## src/rtl/dbus_uart_xfer_ctrl.sv

```systemverilog
`default_nettype none
// ============================================================================
// Module   : dbus_uart_xfer_ctrl (+ dbus_uart_xfer_dir)
// Brief    : Two-direction UART FIFO <-> dbus transfer engine with skid FIFOs,
//            four-phase source/sink handshakes and sticky ack-timeout flags.
// Revision : 1.0 - initial release
// ============================================================================

module dbus_uart_xfer_dir #(
    parameter int c_WIDTH     = 8,
    parameter int c_ADDRWIDTH = 2,
    parameter int c_SYNC      = 1,
    parameter int c_TIMEOUT   = 255
) (
    input  logic                   i_clock,
    input  logic                   i_rst_n,
    input  logic                   i_src_avail,
    input  logic [c_WIDTH-1:0]     i_src_data,
    output logic                   o_src_read,
    output logic [c_WIDTH-1:0]     o_snk_data,
    output logic                   o_snk_enable,
    input  logic                   i_snk_busy,
    output logic [c_ADDRWIDTH:0]   o_level,
    output logic                   o_err,
    input  logic                   i_err_clear
);
    localparam int c_DEPTH = 2 ** c_ADDRWIDTH;
    localparam int c_LW    = c_ADDRWIDTH + 1;
    localparam int c_TW    = (c_TIMEOUT > 1) ? $clog2(c_TIMEOUT) : 1;
    localparam int c_TLIM  = (c_TIMEOUT == 0) ? 0 : c_TIMEOUT - 1;
    localparam logic [c_TW-1:0] c_TLIM_V = c_TW'(c_TLIM);
    localparam logic [c_LW-1:0] c_FULL   = c_LW'(c_DEPTH);

    typedef enum logic [0:0] {S_IDLE, S_WAITLOW} src_state_t;
    typedef enum logic [1:0] {K_IDLE, K_WAITACK, K_WAITIDLE} snk_state_t;

    src_state_t               r_src_state;
    snk_state_t               r_snk_state;
    logic [c_SYNC-1:0]        r_avail_sync;
    logic [c_SYNC-1:0]        r_busy_sync;
    logic [c_WIDTH-1:0]       r_mem [c_DEPTH];
    logic [c_ADDRWIDTH-1:0]   r_wr_ptr;
    logic [c_ADDRWIDTH-1:0]   r_rd_ptr;
    logic [c_LW-1:0]          r_level;
    logic [c_TW-1:0]          r_timer;
    logic                     w_avail_s;
    logic                     w_busy_s;
    logic                     w_push;
    logic                     w_pop;

    // busy resets high so the sink never fires before it has seen an idle sink
    always_ff @(posedge i_clock or negedge i_rst_n) begin
        if (!i_rst_n) begin
            r_avail_sync <= '0;
            r_busy_sync  <= '1;
        end else begin
            r_avail_sync[0] <= i_src_avail;
            r_busy_sync[0]  <= i_snk_busy;
            for (int k = 1; k < c_SYNC; k++) begin
                r_avail_sync[k] <= r_avail_sync[k-1];
                r_busy_sync[k]  <= r_busy_sync[k-1];
            end
        end
    end

    assign w_avail_s = r_avail_sync[c_SYNC-1];
    assign w_busy_s  = r_busy_sync[c_SYNC-1];
    assign w_push    = (r_src_state == S_IDLE) && w_avail_s && (r_level != c_FULL);
    assign w_pop     = (r_snk_state == K_IDLE) && (r_level != '0) && !w_busy_s;

    always_ff @(posedge i_clock or negedge i_rst_n) begin
        if (!i_rst_n) begin
            r_src_state <= S_IDLE;
            o_src_read  <= 1'b0;
        end else begin
            case (r_src_state)
                S_IDLE: begin
                    if (w_push) begin
                        o_src_read  <= 1'b1;
                        r_src_state <= S_WAITLOW;
                    end
                end
                S_WAITLOW: begin
                    if (!w_avail_s) begin
                        o_src_read  <= 1'b0;
                        r_src_state <= S_IDLE;
                    end
                end
                default: r_src_state <= S_IDLE;
            endcase
        end
    end

    always_ff @(posedge i_clock) begin
        if (w_push) begin
            r_mem[r_wr_ptr] <= i_src_data;
        end
    end

    always_ff @(posedge i_clock or negedge i_rst_n) begin
        if (!i_rst_n) begin
            r_wr_ptr <= '0;
            r_rd_ptr <= '0;
            r_level  <= '0;
        end else begin
            if (w_push) r_wr_ptr <= r_wr_ptr + c_ADDRWIDTH'(1);
            if (w_pop)  r_rd_ptr <= r_rd_ptr + c_ADDRWIDTH'(1);
            case ({w_push, w_pop})
                2'b10:   r_level <= r_level + c_LW'(1);
                2'b01:   r_level <= r_level - c_LW'(1);
                default: r_level <= r_level;
            endcase
        end
    end

    // A timeout set on the same edge as a clear overrides it (later assignment)
    always_ff @(posedge i_clock or negedge i_rst_n) begin
        if (!i_rst_n) begin
            r_snk_state  <= K_IDLE;
            o_snk_enable <= 1'b0;
            o_snk_data   <= '0;
            r_timer      <= '0;
            o_err        <= 1'b0;
        end else begin
            if (i_err_clear) o_err <= 1'b0;
            case (r_snk_state)
                K_IDLE: begin
                    if (w_pop) begin
                        o_snk_data   <= r_mem[r_rd_ptr];
                        o_snk_enable <= 1'b1;
                        r_timer      <= '0;
                        r_snk_state  <= K_WAITACK;
                    end
                end
                K_WAITACK: begin
                    if (w_busy_s) begin
                        o_snk_enable <= 1'b0;
                        r_snk_state  <= K_WAITIDLE;
                    end else if ((c_TIMEOUT != 0) && (r_timer == c_TLIM_V)) begin
                        o_snk_enable <= 1'b0;
                        o_err        <= 1'b1;
                        r_snk_state  <= K_WAITIDLE;
                    end else begin
                        r_timer <= r_timer + c_TW'(1);
                    end
                end
                K_WAITIDLE: begin
                    if (!w_busy_s) r_snk_state <= K_IDLE;
                end
                default: r_snk_state <= K_IDLE;
            endcase
        end
    end

    assign o_level = r_level;
endmodule

module dbus_uart_xfer_ctrl #(
    parameter int c_WIDTH     = 8,
    parameter int c_ADDRWIDTH = 2,
    parameter int c_SYNC      = 1,
    parameter int c_TIMEOUT   = 255
) (
    input  logic                   i_clock,
    input  logic                   i_reset_n,
    input  logic                   i_u2d_src_avail,
    input  logic [c_WIDTH-1:0]     i_u2d_src_data,
    output logic                   o_u2d_src_read,
    output logic [c_WIDTH-1:0]     o_u2d_snk_data,
    output logic                   o_u2d_snk_enable,
    input  logic                   i_u2d_snk_busy,
    output logic [c_ADDRWIDTH:0]   o_u2d_level,
    input  logic                   i_d2u_src_avail,
    input  logic [c_WIDTH-1:0]     i_d2u_src_data,
    output logic                   o_d2u_src_read,
    output logic [c_WIDTH-1:0]     o_d2u_snk_data,
    output logic                   o_d2u_snk_enable,
    input  logic                   i_d2u_snk_busy,
    output logic [c_ADDRWIDTH:0]   o_d2u_level,
    output logic [1:0]             o_err,
    input  logic                   i_err_clear
);
    logic r_rst_meta;
    logic r_rst_n;
    logic w_err_u2d;
    logic w_err_d2u;

    // Asynchronous assertion, release re-timed to i_clock
    always_ff @(posedge i_clock or negedge i_reset_n) begin
        if (!i_reset_n) begin
            r_rst_meta <= 1'b0;
            r_rst_n    <= 1'b0;
        end else begin
            r_rst_meta <= 1'b1;
            r_rst_n    <= r_rst_meta;
        end
    end

    dbus_uart_xfer_dir #(
        .c_WIDTH(c_WIDTH), .c_ADDRWIDTH(c_ADDRWIDTH),
        .c_SYNC(c_SYNC), .c_TIMEOUT(c_TIMEOUT)
    ) u_u2d (
        .i_clock      (i_clock),
        .i_rst_n      (r_rst_n),
        .i_src_avail  (i_u2d_src_avail),
        .i_src_data   (i_u2d_src_data),
        .o_src_read   (o_u2d_src_read),
        .o_snk_data   (o_u2d_snk_data),
        .o_snk_enable (o_u2d_snk_enable),
        .i_snk_busy   (i_u2d_snk_busy),
        .o_level      (o_u2d_level),
        .o_err        (w_err_u2d),
        .i_err_clear  (i_err_clear)
    );

    dbus_uart_xfer_dir #(
        .c_WIDTH(c_WIDTH), .c_ADDRWIDTH(c_ADDRWIDTH),
        .c_SYNC(c_SYNC), .c_TIMEOUT(c_TIMEOUT)
    ) u_d2u (
        .i_clock      (i_clock),
        .i_rst_n      (r_rst_n),
        .i_src_avail  (i_d2u_src_avail),
        .i_src_data   (i_d2u_src_data),
        .o_src_read   (o_d2u_src_read),
        .o_snk_data   (o_d2u_snk_data),
        .o_snk_enable (o_d2u_snk_enable),
        .i_snk_busy   (i_d2u_snk_busy),
        .o_level      (o_d2u_level),
        .o_err        (w_err_d2u),
        .i_err_clear  (i_err_clear)
    );

    assign o_err = {w_err_d2u, w_err_u2d};
endmodule
`default_nettype wire

```

## config.mk

```make
export PLATFORM = sky130hd
export DESIGN_NAME = dbus_uart_xfer_ctrl
export DESIGN_NICKNAME = d
export VERILOG_FILES = /design/src/rtl/dbus_uart_xfer_ctrl.sv
export SDC_FILE = /design/constraint.sdc
export NUM_CORES = 1
export LEC_CHECK = 0
export ABC_AREA = 1
export CAP_MARGIN = 15
export CORE_ASPECT_RATIO = 0.8
export CORE_MARGIN = 5
export CORE_UTILIZATION = 30
export DETAILED_ROUTE_END_ITERATION = 10
export GPL_ROUTABILITY_DRIVEN = 0
export HOLD_SLACK_MARGIN = 0.1
export PLACE_DENSITY = 0.5
export RECOVER_POWER = 50
export SETUP_SLACK_MARGIN = 0.1
export SYNTH_ARGS = -nofsm -noshare
export SYNTH_HDL_FRONTEND = slang
export SYNTH_HIERARCHICAL = 1
export SYNTH_SLANG_ARGS = --single-unit
```

## constraint.sdc

```tcl
create_clock -name i_clock -period 1.94 [get_ports i_clock]
set_input_delay 0.194 -clock i_clock [delete_from_list [all_inputs] [get_ports i_clock]]
set_output_delay 0.194 -clock i_clock [all_outputs]
set_load 0.02 [all_outputs]
```

==> load_flow_metrics.sql, run 1 <==
INSERT INTO impl_metrics (metric_group, metric, value, unit) VALUES
('clock_network', 'clock_sinks', '128', ''),
('logic_synthesis', 'synth_edf_count', '64', ''),
('placed_design', 'numPortBuffers', '50', ''),
('logic_synthesis', 'synth-compound-area-share', '7.50', '%'),
('routing', 'drtAntennaViolNets', '0', ''),
('global_route', 'grt_max_degree', '63', ''),
('worst_setup_path', 'cp-startpoint', 'u_d2u/o_level[1]$_DFFE_PN0P_', ''),
('sta', 'max_slew_margin', '40.8', '%'),
('logic_synthesis', 'synth.yosys.seq_area_share', '63.5', '%'),
('sta', 'post-route-min-period', '1800', 'ps'),
('hold_path', 'min-delay-path-class', 'in -> reg', ''),
('floorplanning', 'rows', '44', ''),
('cells_and_area', 'synthToLayoutAreaGrowth', '27.1', '%'),
('placed_design', 'post-dp-hpwl', '7740', 'um'),
('logic_synthesis', 'yosys_warnings', '6', ''),
('global_route', 'grt-ovfl-total', '0', ''),
('worst_setup_path', 'r2r-start', 'u_d2u/o_level[1]$_DFFE_PN0P_', ''),
('logic_synthesis', 'synth-xor-area-share', '2.05', '%'),
('global_route', 'global_route.usage.met3', '4.41', '%'),
('floorplanning', 'start_util', '30.6', '%'),
('clock_network', 'cts-htree-levels', '4', ''),
('cells_and_area', 'area_taken_by_flip_flops_and_latches', '3530', 'um^2'),
('placed_design', 'pre_cts_worst_setup_slack', '95.6', 'ps'),
('routing', 'drt_first_iter_violations', '155', ''),
('global_route', 'grt_use_met1', '14.3', '%'),
('cells_and_area', 'total_nets_final', '639', ''),
('routing', 'vias_post_dr', '3708', ''),
('floorplanning', 'die_ar', '21400', 'um^2'),
('clock_network', 'max-clock-path-buffers', '2', ''),
('routing', 'routed_wirelength', '11500', 'um'),
('power_and_ir_drop', 'vdd_drop_max', '0.868', 'mV'),
('run', 'max_cap_viol_count', '0', ''),
('routing', 'wl_per_cell', '13.7', 'um'),
('clock_network', 'clock_tree_from_tritoncts', 'built', ''),
('routing', 'total_drc_errors_in_the_routed_layout', '0', ''),
('sta', 'setup_violations', '0', ''),
('cells_and_area', 'drive_above_1_share', '15.8', '%'),
('logic_synthesis', 'synthCells', '523', ''),
('global_route', 'grt_pass1_wl', '19200', 'um'),
('sta', 'hold_ws', '326', 'ps'),
('global_route', 'grt_use_met2', '18.3', '%'),
('global_route', 'busiest_layer', 'met2', ''),
('worst_setup_path', 'worst_setup_path_end_kind', 'flop', ''),
('floorplanning', 'io-pin-count', '51', ''),
('power_and_ir_drop', 'power_per_cell_area', '1540', 'nW/um^2'),
('logic_synthesis', 'most_common_flop_cell_mapped_by_yosys', 'sky130_fd_sc_hd__edfxtp_1', ''),
('worst_setup_path', 'critPathLaunchType', 'flop', ''),
('clock_network', 'tritoncts.num_buffers', '17', ''),
('logic_synthesis', 'synth_async_sr_flop_share', '50.0', '%'),
('sta', 'final_hold_viol_count', '0', ''),
('worst_setup_path', 'crit_path_max_fanout', '3', ''),
('worst_setup_path', 'required_time_reported_for_the_critical_path_endpoint', '2240', 'ps'),
('global_route', 'grt_pass1_vias', '3747', ''),
('global_route', 'grt_use_total', '11.5', '%'),
('outcome', 'outcome', 'finished clean', ''),
('routing', 'routed_via_count_divided_by_cell_count', '4.40', ''),
('clock_network', 'clkSlewWorstSetupHoldPaths', '60', 'ps'),
('floorplanning', 'die_w', '162', 'um'),
('sta', 'worst_slack', '137', 'ps'),
('clock_network', 'clock-root-buffer', 'sky130_fd_sc_hd__clkbuf_16', ''),
('logic_synthesis', 'synthesis.area', '5550', 'um^2'),
('logic_synthesis', 'synthMuxAreaShare', '0', '%'),
('logic_synthesis', 'ys_ff_latch', '128', ''),
('worst_setup_path', 'path_class', 'reg -> reg', ''),
('worst_setup_path', 'crit_arrival', '2100', 'ps'),
('sta', 'max_clock_freq', '0.555', 'GHz'),
('clock_network', 'later_pin_clock_latency_in_the_skew_report', '420', 'ps'),
('sta', 'finalCritPeriodShare', '93.0', '%'),
('sta', 'worstMarginPinSlew', '888', 'ps'),
('floorplanning', 'y_dimension_of_the_die', '132', 'um'),
('cells_and_area', 'n_fill_cell', '1743', '');
-- cells in the mapped netlist (all sizes together) (4+ instances only) --
master	instances	area (um^2)
dfrtp	62	1550
o21a	18	135
nand2	133	553
edfxtp	64	1920
xor2	9	78.8
a21oi	6	30.0
inv	48	183
nor2	75	304
buf	14	97.6
nand3	16	95.1
ha	14	175
xnor2	4	35.0
o21ai	45	236
-- where the power goes --
part / internal, uW / switching, uW
clock: 1900 / 1230
sequential: 3560 / 485
combinational: 1540 / 2160
total: 7000 / 3870
-- final cells by class --
type                       count  share of cell area [%]
timing repair buffer          74                    9.57
clock buffer                  17                    6.03
inverter                      49                    2.82
multi-input combinational    330                    25.2
clock inverter                15                    2.29
sequential                   128                    50.1
tap                          230                    4.08
-- per-layer routing --
layer | wire [um] | share of wire, % | up-vias
li1 | - | - | 1859
met1 | 5280 | 46 | 1763
met2 | 5530 | 48 | 76
met3 | 571 | 5.0 | 10
met4 | 126 | 1.1 | 0
met5 | 0 | 0 | -
-- path summary, 6_finish.rpt --
check / to / slack, ps / cells past startpoint
setup / recovery: u_d2u/o_level[2]$_DFFE_PN0P_ / 140 / 9
hold / removal: u_u2d/r_busy_sync$_DFF_PN1_ / 330 / 1
setup reg to reg: u_d2u/o_level[2]$_DFFE_PN0P_ / 140 / 9
hold reg to reg: r_rst_n$_DFF_PN0_ / 350 / 0
max in group asynchronous: u_u2d/o_level[2]$_DFFE_PN0P_ / 820 / 1
min in group asynchronous: u_d2u/o_err$_DFF_PN0_ / 490 / 1
-- sequential cells by signal (all words and copies together), names as in the netlist, 2 cells and up --
name / cells
u_d2u/r_mem: 32
u_u2d/r_mem: 32
u_d2u/o_snk_data: 8
u_d2u/r_timer: 8
u_u2d/o_snk_data: 8
u_u2d/r_timer: 8
u_d2u/o_level: 3
u_u2d/o_level: 3
u_d2u/r_rd_ptr: 2
u_d2u/r_snk_state: 2
u_d2u/r_wr_ptr: 2
u_u2d/r_rd_ptr: 2
u_u2d/r_snk_state: 2
u_u2d/r_wr_ptr: 2
-- cell usage in the layout, fill, tap and decap left out, drive strengths merged, types with 4 or more instances in the layout --
cell           synthesis  layout
a21oi                  6       6
buf                   14      20
clkbuf                 2      20
clkdlybuf4s50          0      29
clkinv                 1       8
dfrtp                 62      62
dlygate4sd3            0      22
edfxtp                64      64
ha                    14      14
inv                   48      51
nand2                133     133
nand3                 16      16
nor2                  75      75
o21a                  18      18
o21ai                 45      45
xnor2                  4       4
xor2                   9       9
-- kinds of logic (layout without fill, tap and decap cells) --
kind of cell / Yosys count / in the layout
AND/OR/NAND/NOR: 229 / 229
other: 1 / 1
flip-flops: 128 / 128
adder cells (fa/ha/maj): 16 / 16
XOR/XNOR: 13 / 13
buffers and inverters: 65 / 155
AO/OA/AOI/OAI: 71 / 71
-- repair_timing --
action,CTS,global route
endpoints found under the setup margin,1,3
pin swaps,0,4
endpoints found under the hold margin,2,0
buffers inserted,0,4
resized for setup,1,11
hold buffers,1,0
-- worst max-delay path, cell delays in order (launching register included) --
cell and delay [ps]:
sky130_fd_sc_hd__dfrtp_2 420, sky130_fd_sc_hd__inv_2 90, sky130_fd_sc_hd__nand3_1 80, sky130_fd_sc_hd__nand3_1 120, sky130_fd_sc_hd__ha_2 190, sky130_fd_sc_hd__inv_2 50, sky130_fd_sc_hd__fa_1 370, sky130_fd_sc_hd__a21oi_1 140
sky130_fd_sc_hd__o21ai_1 90, sky130_fd_sc_hd__xor2_1 140
-- stage by stage --
step	cell area, um^2	util, %	total power, uW	setup TNS [ps]	cells
2_1_floorplan	5590	-	6410	-99.0	523
3_3_place_gp	6420	35.3	7650	0	806
3_5_place_dp	6420	35.3	7750	0	806
4_1_cts	7020	38.6	11000	0	839
5_1_grt	7060	38.9	11700	0	843
6_report	7060	38.9	10900	0	843
Power figures use the tool's default switching activity.
==> run 2: changes to the inputs <==
--- a/config.mk
+++ b/config.mk
@@ -12,6 +12,7 @@
 export CORE_UTILIZATION = 30
 export DETAILED_ROUTE_END_ITERATION = 10
 export GPL_ROUTABILITY_DRIVEN = 0
+export GPL_TIMING_DRIVEN = 0
 export HOLD_SLACK_MARGIN = 0.1
 export PLACE_DENSITY = 0.5
 export RECOVER_POWER = 50
==> run 2 against run 1 <==
- sequential cell count is the same
- clock power shrank 2%
- first-iteration DRC count is 24% higher
- via count rose by 0.65%
- die area is the same
- sequential power decreased by 2%
- power rose by 2.2%
- cell count rose by 0.83%
- combinational power increased by 11%
- critical path depth grew 1
- non-clock buffer count rose by 6
- clock skew increased by 3.6 ps
- largest power group is now combinational logic
- highest routed layer unchanged
==> load_flow_metrics.sql, run 2 (synthesis gave the netlist of run 1 again) <==
INSERT INTO impl_metrics (metric_group, metric, value, unit) VALUES
('outcome', 'outcome', 'finished clean', ''),
('routing', 'routed_wirelength', '11600', 'um'),
('cells_and_area', 'leading_cell_type_in_the_layout_fill_and_taps_excluded', 'sky130_fd_sc_hd__nand2_1', ''),
('sta', 'skew', '10.6', 'ps'),
('cells_and_area', 'final_cell_area', '7170', 'um^2'),
('cells_and_area', 'antenna_cells', '0', ''),
('placed_design', 'post-dp-hpwl', '7680', 'um'),
('sta', 'max_slew_margin', '42.6', '%'),
('placed_design', 'placedInstanceArea', '6380', 'um^2'),
('worst_setup_path', 'critPathTopFamily', 'adder cells', ''),
('global_route', 'busiest_layer', 'met2', ''),
('worst_setup_path', 'flop2flop_setup_slack', '90', 'ps'),
('routing', 'total_drc_errors_in_the_routed_layout', '0', ''),
('worst_setup_path', 'path_class', 'reg -> reg', ''),
('floorplanning', 'y_dimension_of_the_die', '132', 'um'),
('floorplanning', 'io-pin-count', '51', ''),
('cells_and_area', 'drive_above_1_share', '18.7', '%'),
('power_and_ir_drop', 'vdd_drop_max', '0.648', 'mV'),
('cells_and_area', 'finalNonFillerCells', '850', ''),
('floorplanning', 'die_ar', '21400', 'um^2'),
('clock_network', 'clock-root-buffer', 'sky130_fd_sc_hd__clkbuf_16', ''),
('routing', 'vias_post_dr', '3732', ''),
('global_route', 'grt_use_met1', '14.6', '%'),
('sta', 'worstMarginPinSlew', '858', 'ps'),
('global_route', 'grt-ovfl-total', '0', ''),
('worst_setup_path', 'slowest_stage_cell_on_the_critical_path', 'sky130_fd_sc_hd__dfrtp_1', ''),
('floorplanning', 'die_w', '162', 'um'),
('sta', 'final_hold_viol_count', '0', ''),
('worst_setup_path', 'required_time_reported_for_the_critical_path_endpoint', '2240', 'ps'),
('sta', 'max_clock_freq', '0.540', 'GHz'),
('routing', 'drt_first_iter_violations', '192', ''),
('global_route', 'antenna_found_initial', '0', ''),
('sta', 'post-route-min-period', '1850', 'ps'),
('placed_design', 'placedCellCount', '803', ''),
('worst_setup_path', 'crit_arrival', '2150', 'ps'),
('hold_path', 'min-delay-path-class', 'in -> reg', ''),
('sta', 'final-max-slew-violation-count', '0', ''),
('sta', 'worst_slack', '88.7', 'ps'),
('floorplanning', 'start_util', '30.6', '%'),
('power_and_ir_drop', 'leakagePower', '0.00298', 'uW'),
('clock_network', 'cts-htree-levels', '4', ''),
('global_route', 'grt_use_total', '11.6', '%'),
('power_and_ir_drop', 'power_per_cell_area', '1550', 'nW/um^2'),
('worst_setup_path', 'cp-startpoint', 'u_u2d/r_snk_state[0]$_DFFE_PN0P_', ''),
('worst_setup_path', 'worst_setup_path_end_kind', 'flop', ''),
('routing', 'drt_pass_1_iters', '4', ''),
('worst_setup_path', 'crit_buf_inv', '3', ''),
('sta', 'setup_violations', '0', ''),
('power_and_ir_drop', 'post_layout_total_power', '11100', 'uW'),
('cells_and_area', 'n_fill_cell', '1741', ''),
('global_route', 'grt_max_degree', '63', ''),
('worst_setup_path', 'slowest_delay', '410', 'ps'),
('worst_setup_path', 'critical_path.most_common_cell', 'sky130_fd_sc_hd__inv_4', ''),
('routing', 'wl_per_cell', '13.7', 'um'),
('placed_design', 'numPortBuffers', '50', ''),
('sta', 'finalCritPeriodShare', '95.4', '%'),
('cells_and_area', 'layout_common_cells', 'sky130_fd_sc_hd__nand2_1, sky130_fd_sc_hd__nor2_1, sky130_fd_sc_hd__edfxtp_1, sky130_fd_sc_hd__dfrtp_1, sky130_fd_sc_hd__inv_1', ''),
('clock_network', 'clock_tree_from_tritoncts', 'built', ''),
('worst_setup_path', 'crit_path_max_fanout', '3', ''),
('global_route', 'grt_pass1_vias', '3809', ''),
('cells_and_area', 'synthToLayoutAreaGrowth', '29.2', '%'),
('global_route', 'grt_pass1_wl', '19500', 'um'),
('floorplanning', 'rows', '44', ''),
('routing', 'drtAntennaViolNets', '0', ''),
('worst_setup_path', 'crit_chain', 'nor2_2 -> nand3_4 -> inv_4 -> buf_8 -> ha_4 -> inv_4 -> fa_2 -> a21oi_2 -> o21ai_1 -> xor2_1', ''),
('floorplanning', 'design.core.area', '18200', 'um^2'),
('cells_and_area', 'total_nets_final', '646', ''),
('cells_and_area', 'finalCoreUtilization', '39.5', '%'),
('clock_network', 'max-clock-path-buffers', '2', ''),
('cells_and_area', 'layout_top_registers', 'u_d2u/r_mem (32), u_u2d/r_mem (32)', ''),
('worst_setup_path', 'critPathLaunchType', 'flop', ''),
('clock_network', 'clkSlewWorstSetupHoldPaths', '60', 'ps'),
('run', 'max_cap_viol_count', '0', ''),
('clock_network', 'tritoncts.num_buffers', '17', ''),
('global_route', 'grt_use_met2', '18.9', '%'),
('placed_design', 'pre_cts_worst_setup_slack', '-237', 'ps'),
('sta', 'rsz0062_at_grt', 'true', ''),
('routing', 'routed_via_count_divided_by_cell_count', '4.39', ''),
('clock_network', 'clock_sinks', '128', ''),
('clock_network', 'later_pin_clock_latency_in_the_skew_report', '410', 'ps'),
('worst_setup_path', 'r2r-start', 'u_u2d/r_snk_state[0]$_DFFE_PN0P_', ''),
('hold_path', 'hold_crit_start', 'i_u2d_snk_busy', ''),
('global_route', 'global_route.usage.met3', '3.60', '%');
[run 2: cell types whose count changed in the layout (fill, tap and decap cells not counted), sizes merged]
cell,previous run,this run
inv,51,55
buf,20,27
bufinv,2,1
clkbuf,20,19
clkinv,8,5
nand3,16,17
[run 2: what timing repair did]
item	4_1_cts	5_1_grt
cloned	1	0
setup endpoints to repair	52	28
hold endpoints to repair	2	0
pin swaps	3	12
resized for setup	13	18
hold buffers	1	0
setup buffers	7	7
[run 2: path summary, 6_finish.rpt]
kind	to	cells past startpoint
hold reg to reg	r_rst_n$_DFF_PN0_	0
max in group asynchronous	u_u2d/o_level[0]$_DFFE_PN0P_	0
setup reg to reg	u_u2d/o_level[2]$_DFFE_PN0P_	10
min in group asynchronous	u_u2d/o_err$_DFF_PN0_	0
setup / recovery	u_u2d/o_level[2]$_DFFE_PN0P_	10
hold / removal	u_u2d/r_busy_sync$_DFF_PN1_	1
[run 2: per-stage QoR]
| stage | TNS (ps) | hold slack [ps] |
|---|---|---|
| 2_1_floorplan | -99.0 | -102 |
| 3_3_place_gp | -4160 | 337 |
| 3_5_place_dp | -5400 | 340 |
| 4_1_cts | 0 | 165 |
| 5_1_grt | -13.8 | 305 |
| 6_report | 0 | 320 |
[run 2: power by group]
part	leakage [uW]	switching, uW	internal, uW	total, uW
Clock	0.000272	1260	1800	3060
Combinational	0.00134	2400	1710	4110
Sequential	0.00137	387	3560	3950
[run 2: area by class of cell]
cell class | instances | area [um^2] | area share, %
sequential | 128 | 3540 | 49.3
multi-input combinational | 331 | 1840 | 25.7
timing repair buffer | 65 | 616 | 8.58
clock buffer | 17 | 425 | 5.93
tap | 230 | 288 | 4.01
inverter | 49 | 206 | 2.88
clock inverter | 15 | 149 | 2.08
buffer | 15 | 108 | 1.50
[run 2: routing by layer]
metal,routed length [um],vias up,share of wire [%]
li1,-,1880,-
met1,5420,1778,47
met2,5650,64,49
met3,455,10,3.9
met4,116,0,1.0
met5,0,-,0
==> run 3: changes to the inputs <==
--- a/config.mk
+++ b/config.mk
@@ -6,7 +6,6 @@
 export NUM_CORES = 1
 export LEC_CHECK = 0
 export ABC_AREA = 1
-export CAP_MARGIN = 15
 export CORE_ASPECT_RATIO = 0.8
 export CORE_MARGIN = 5
 export CORE_UTILIZATION = 30
==> results of run 3 <==
Same layout as run 2: the final DEF is identical, and so are final timing and power.
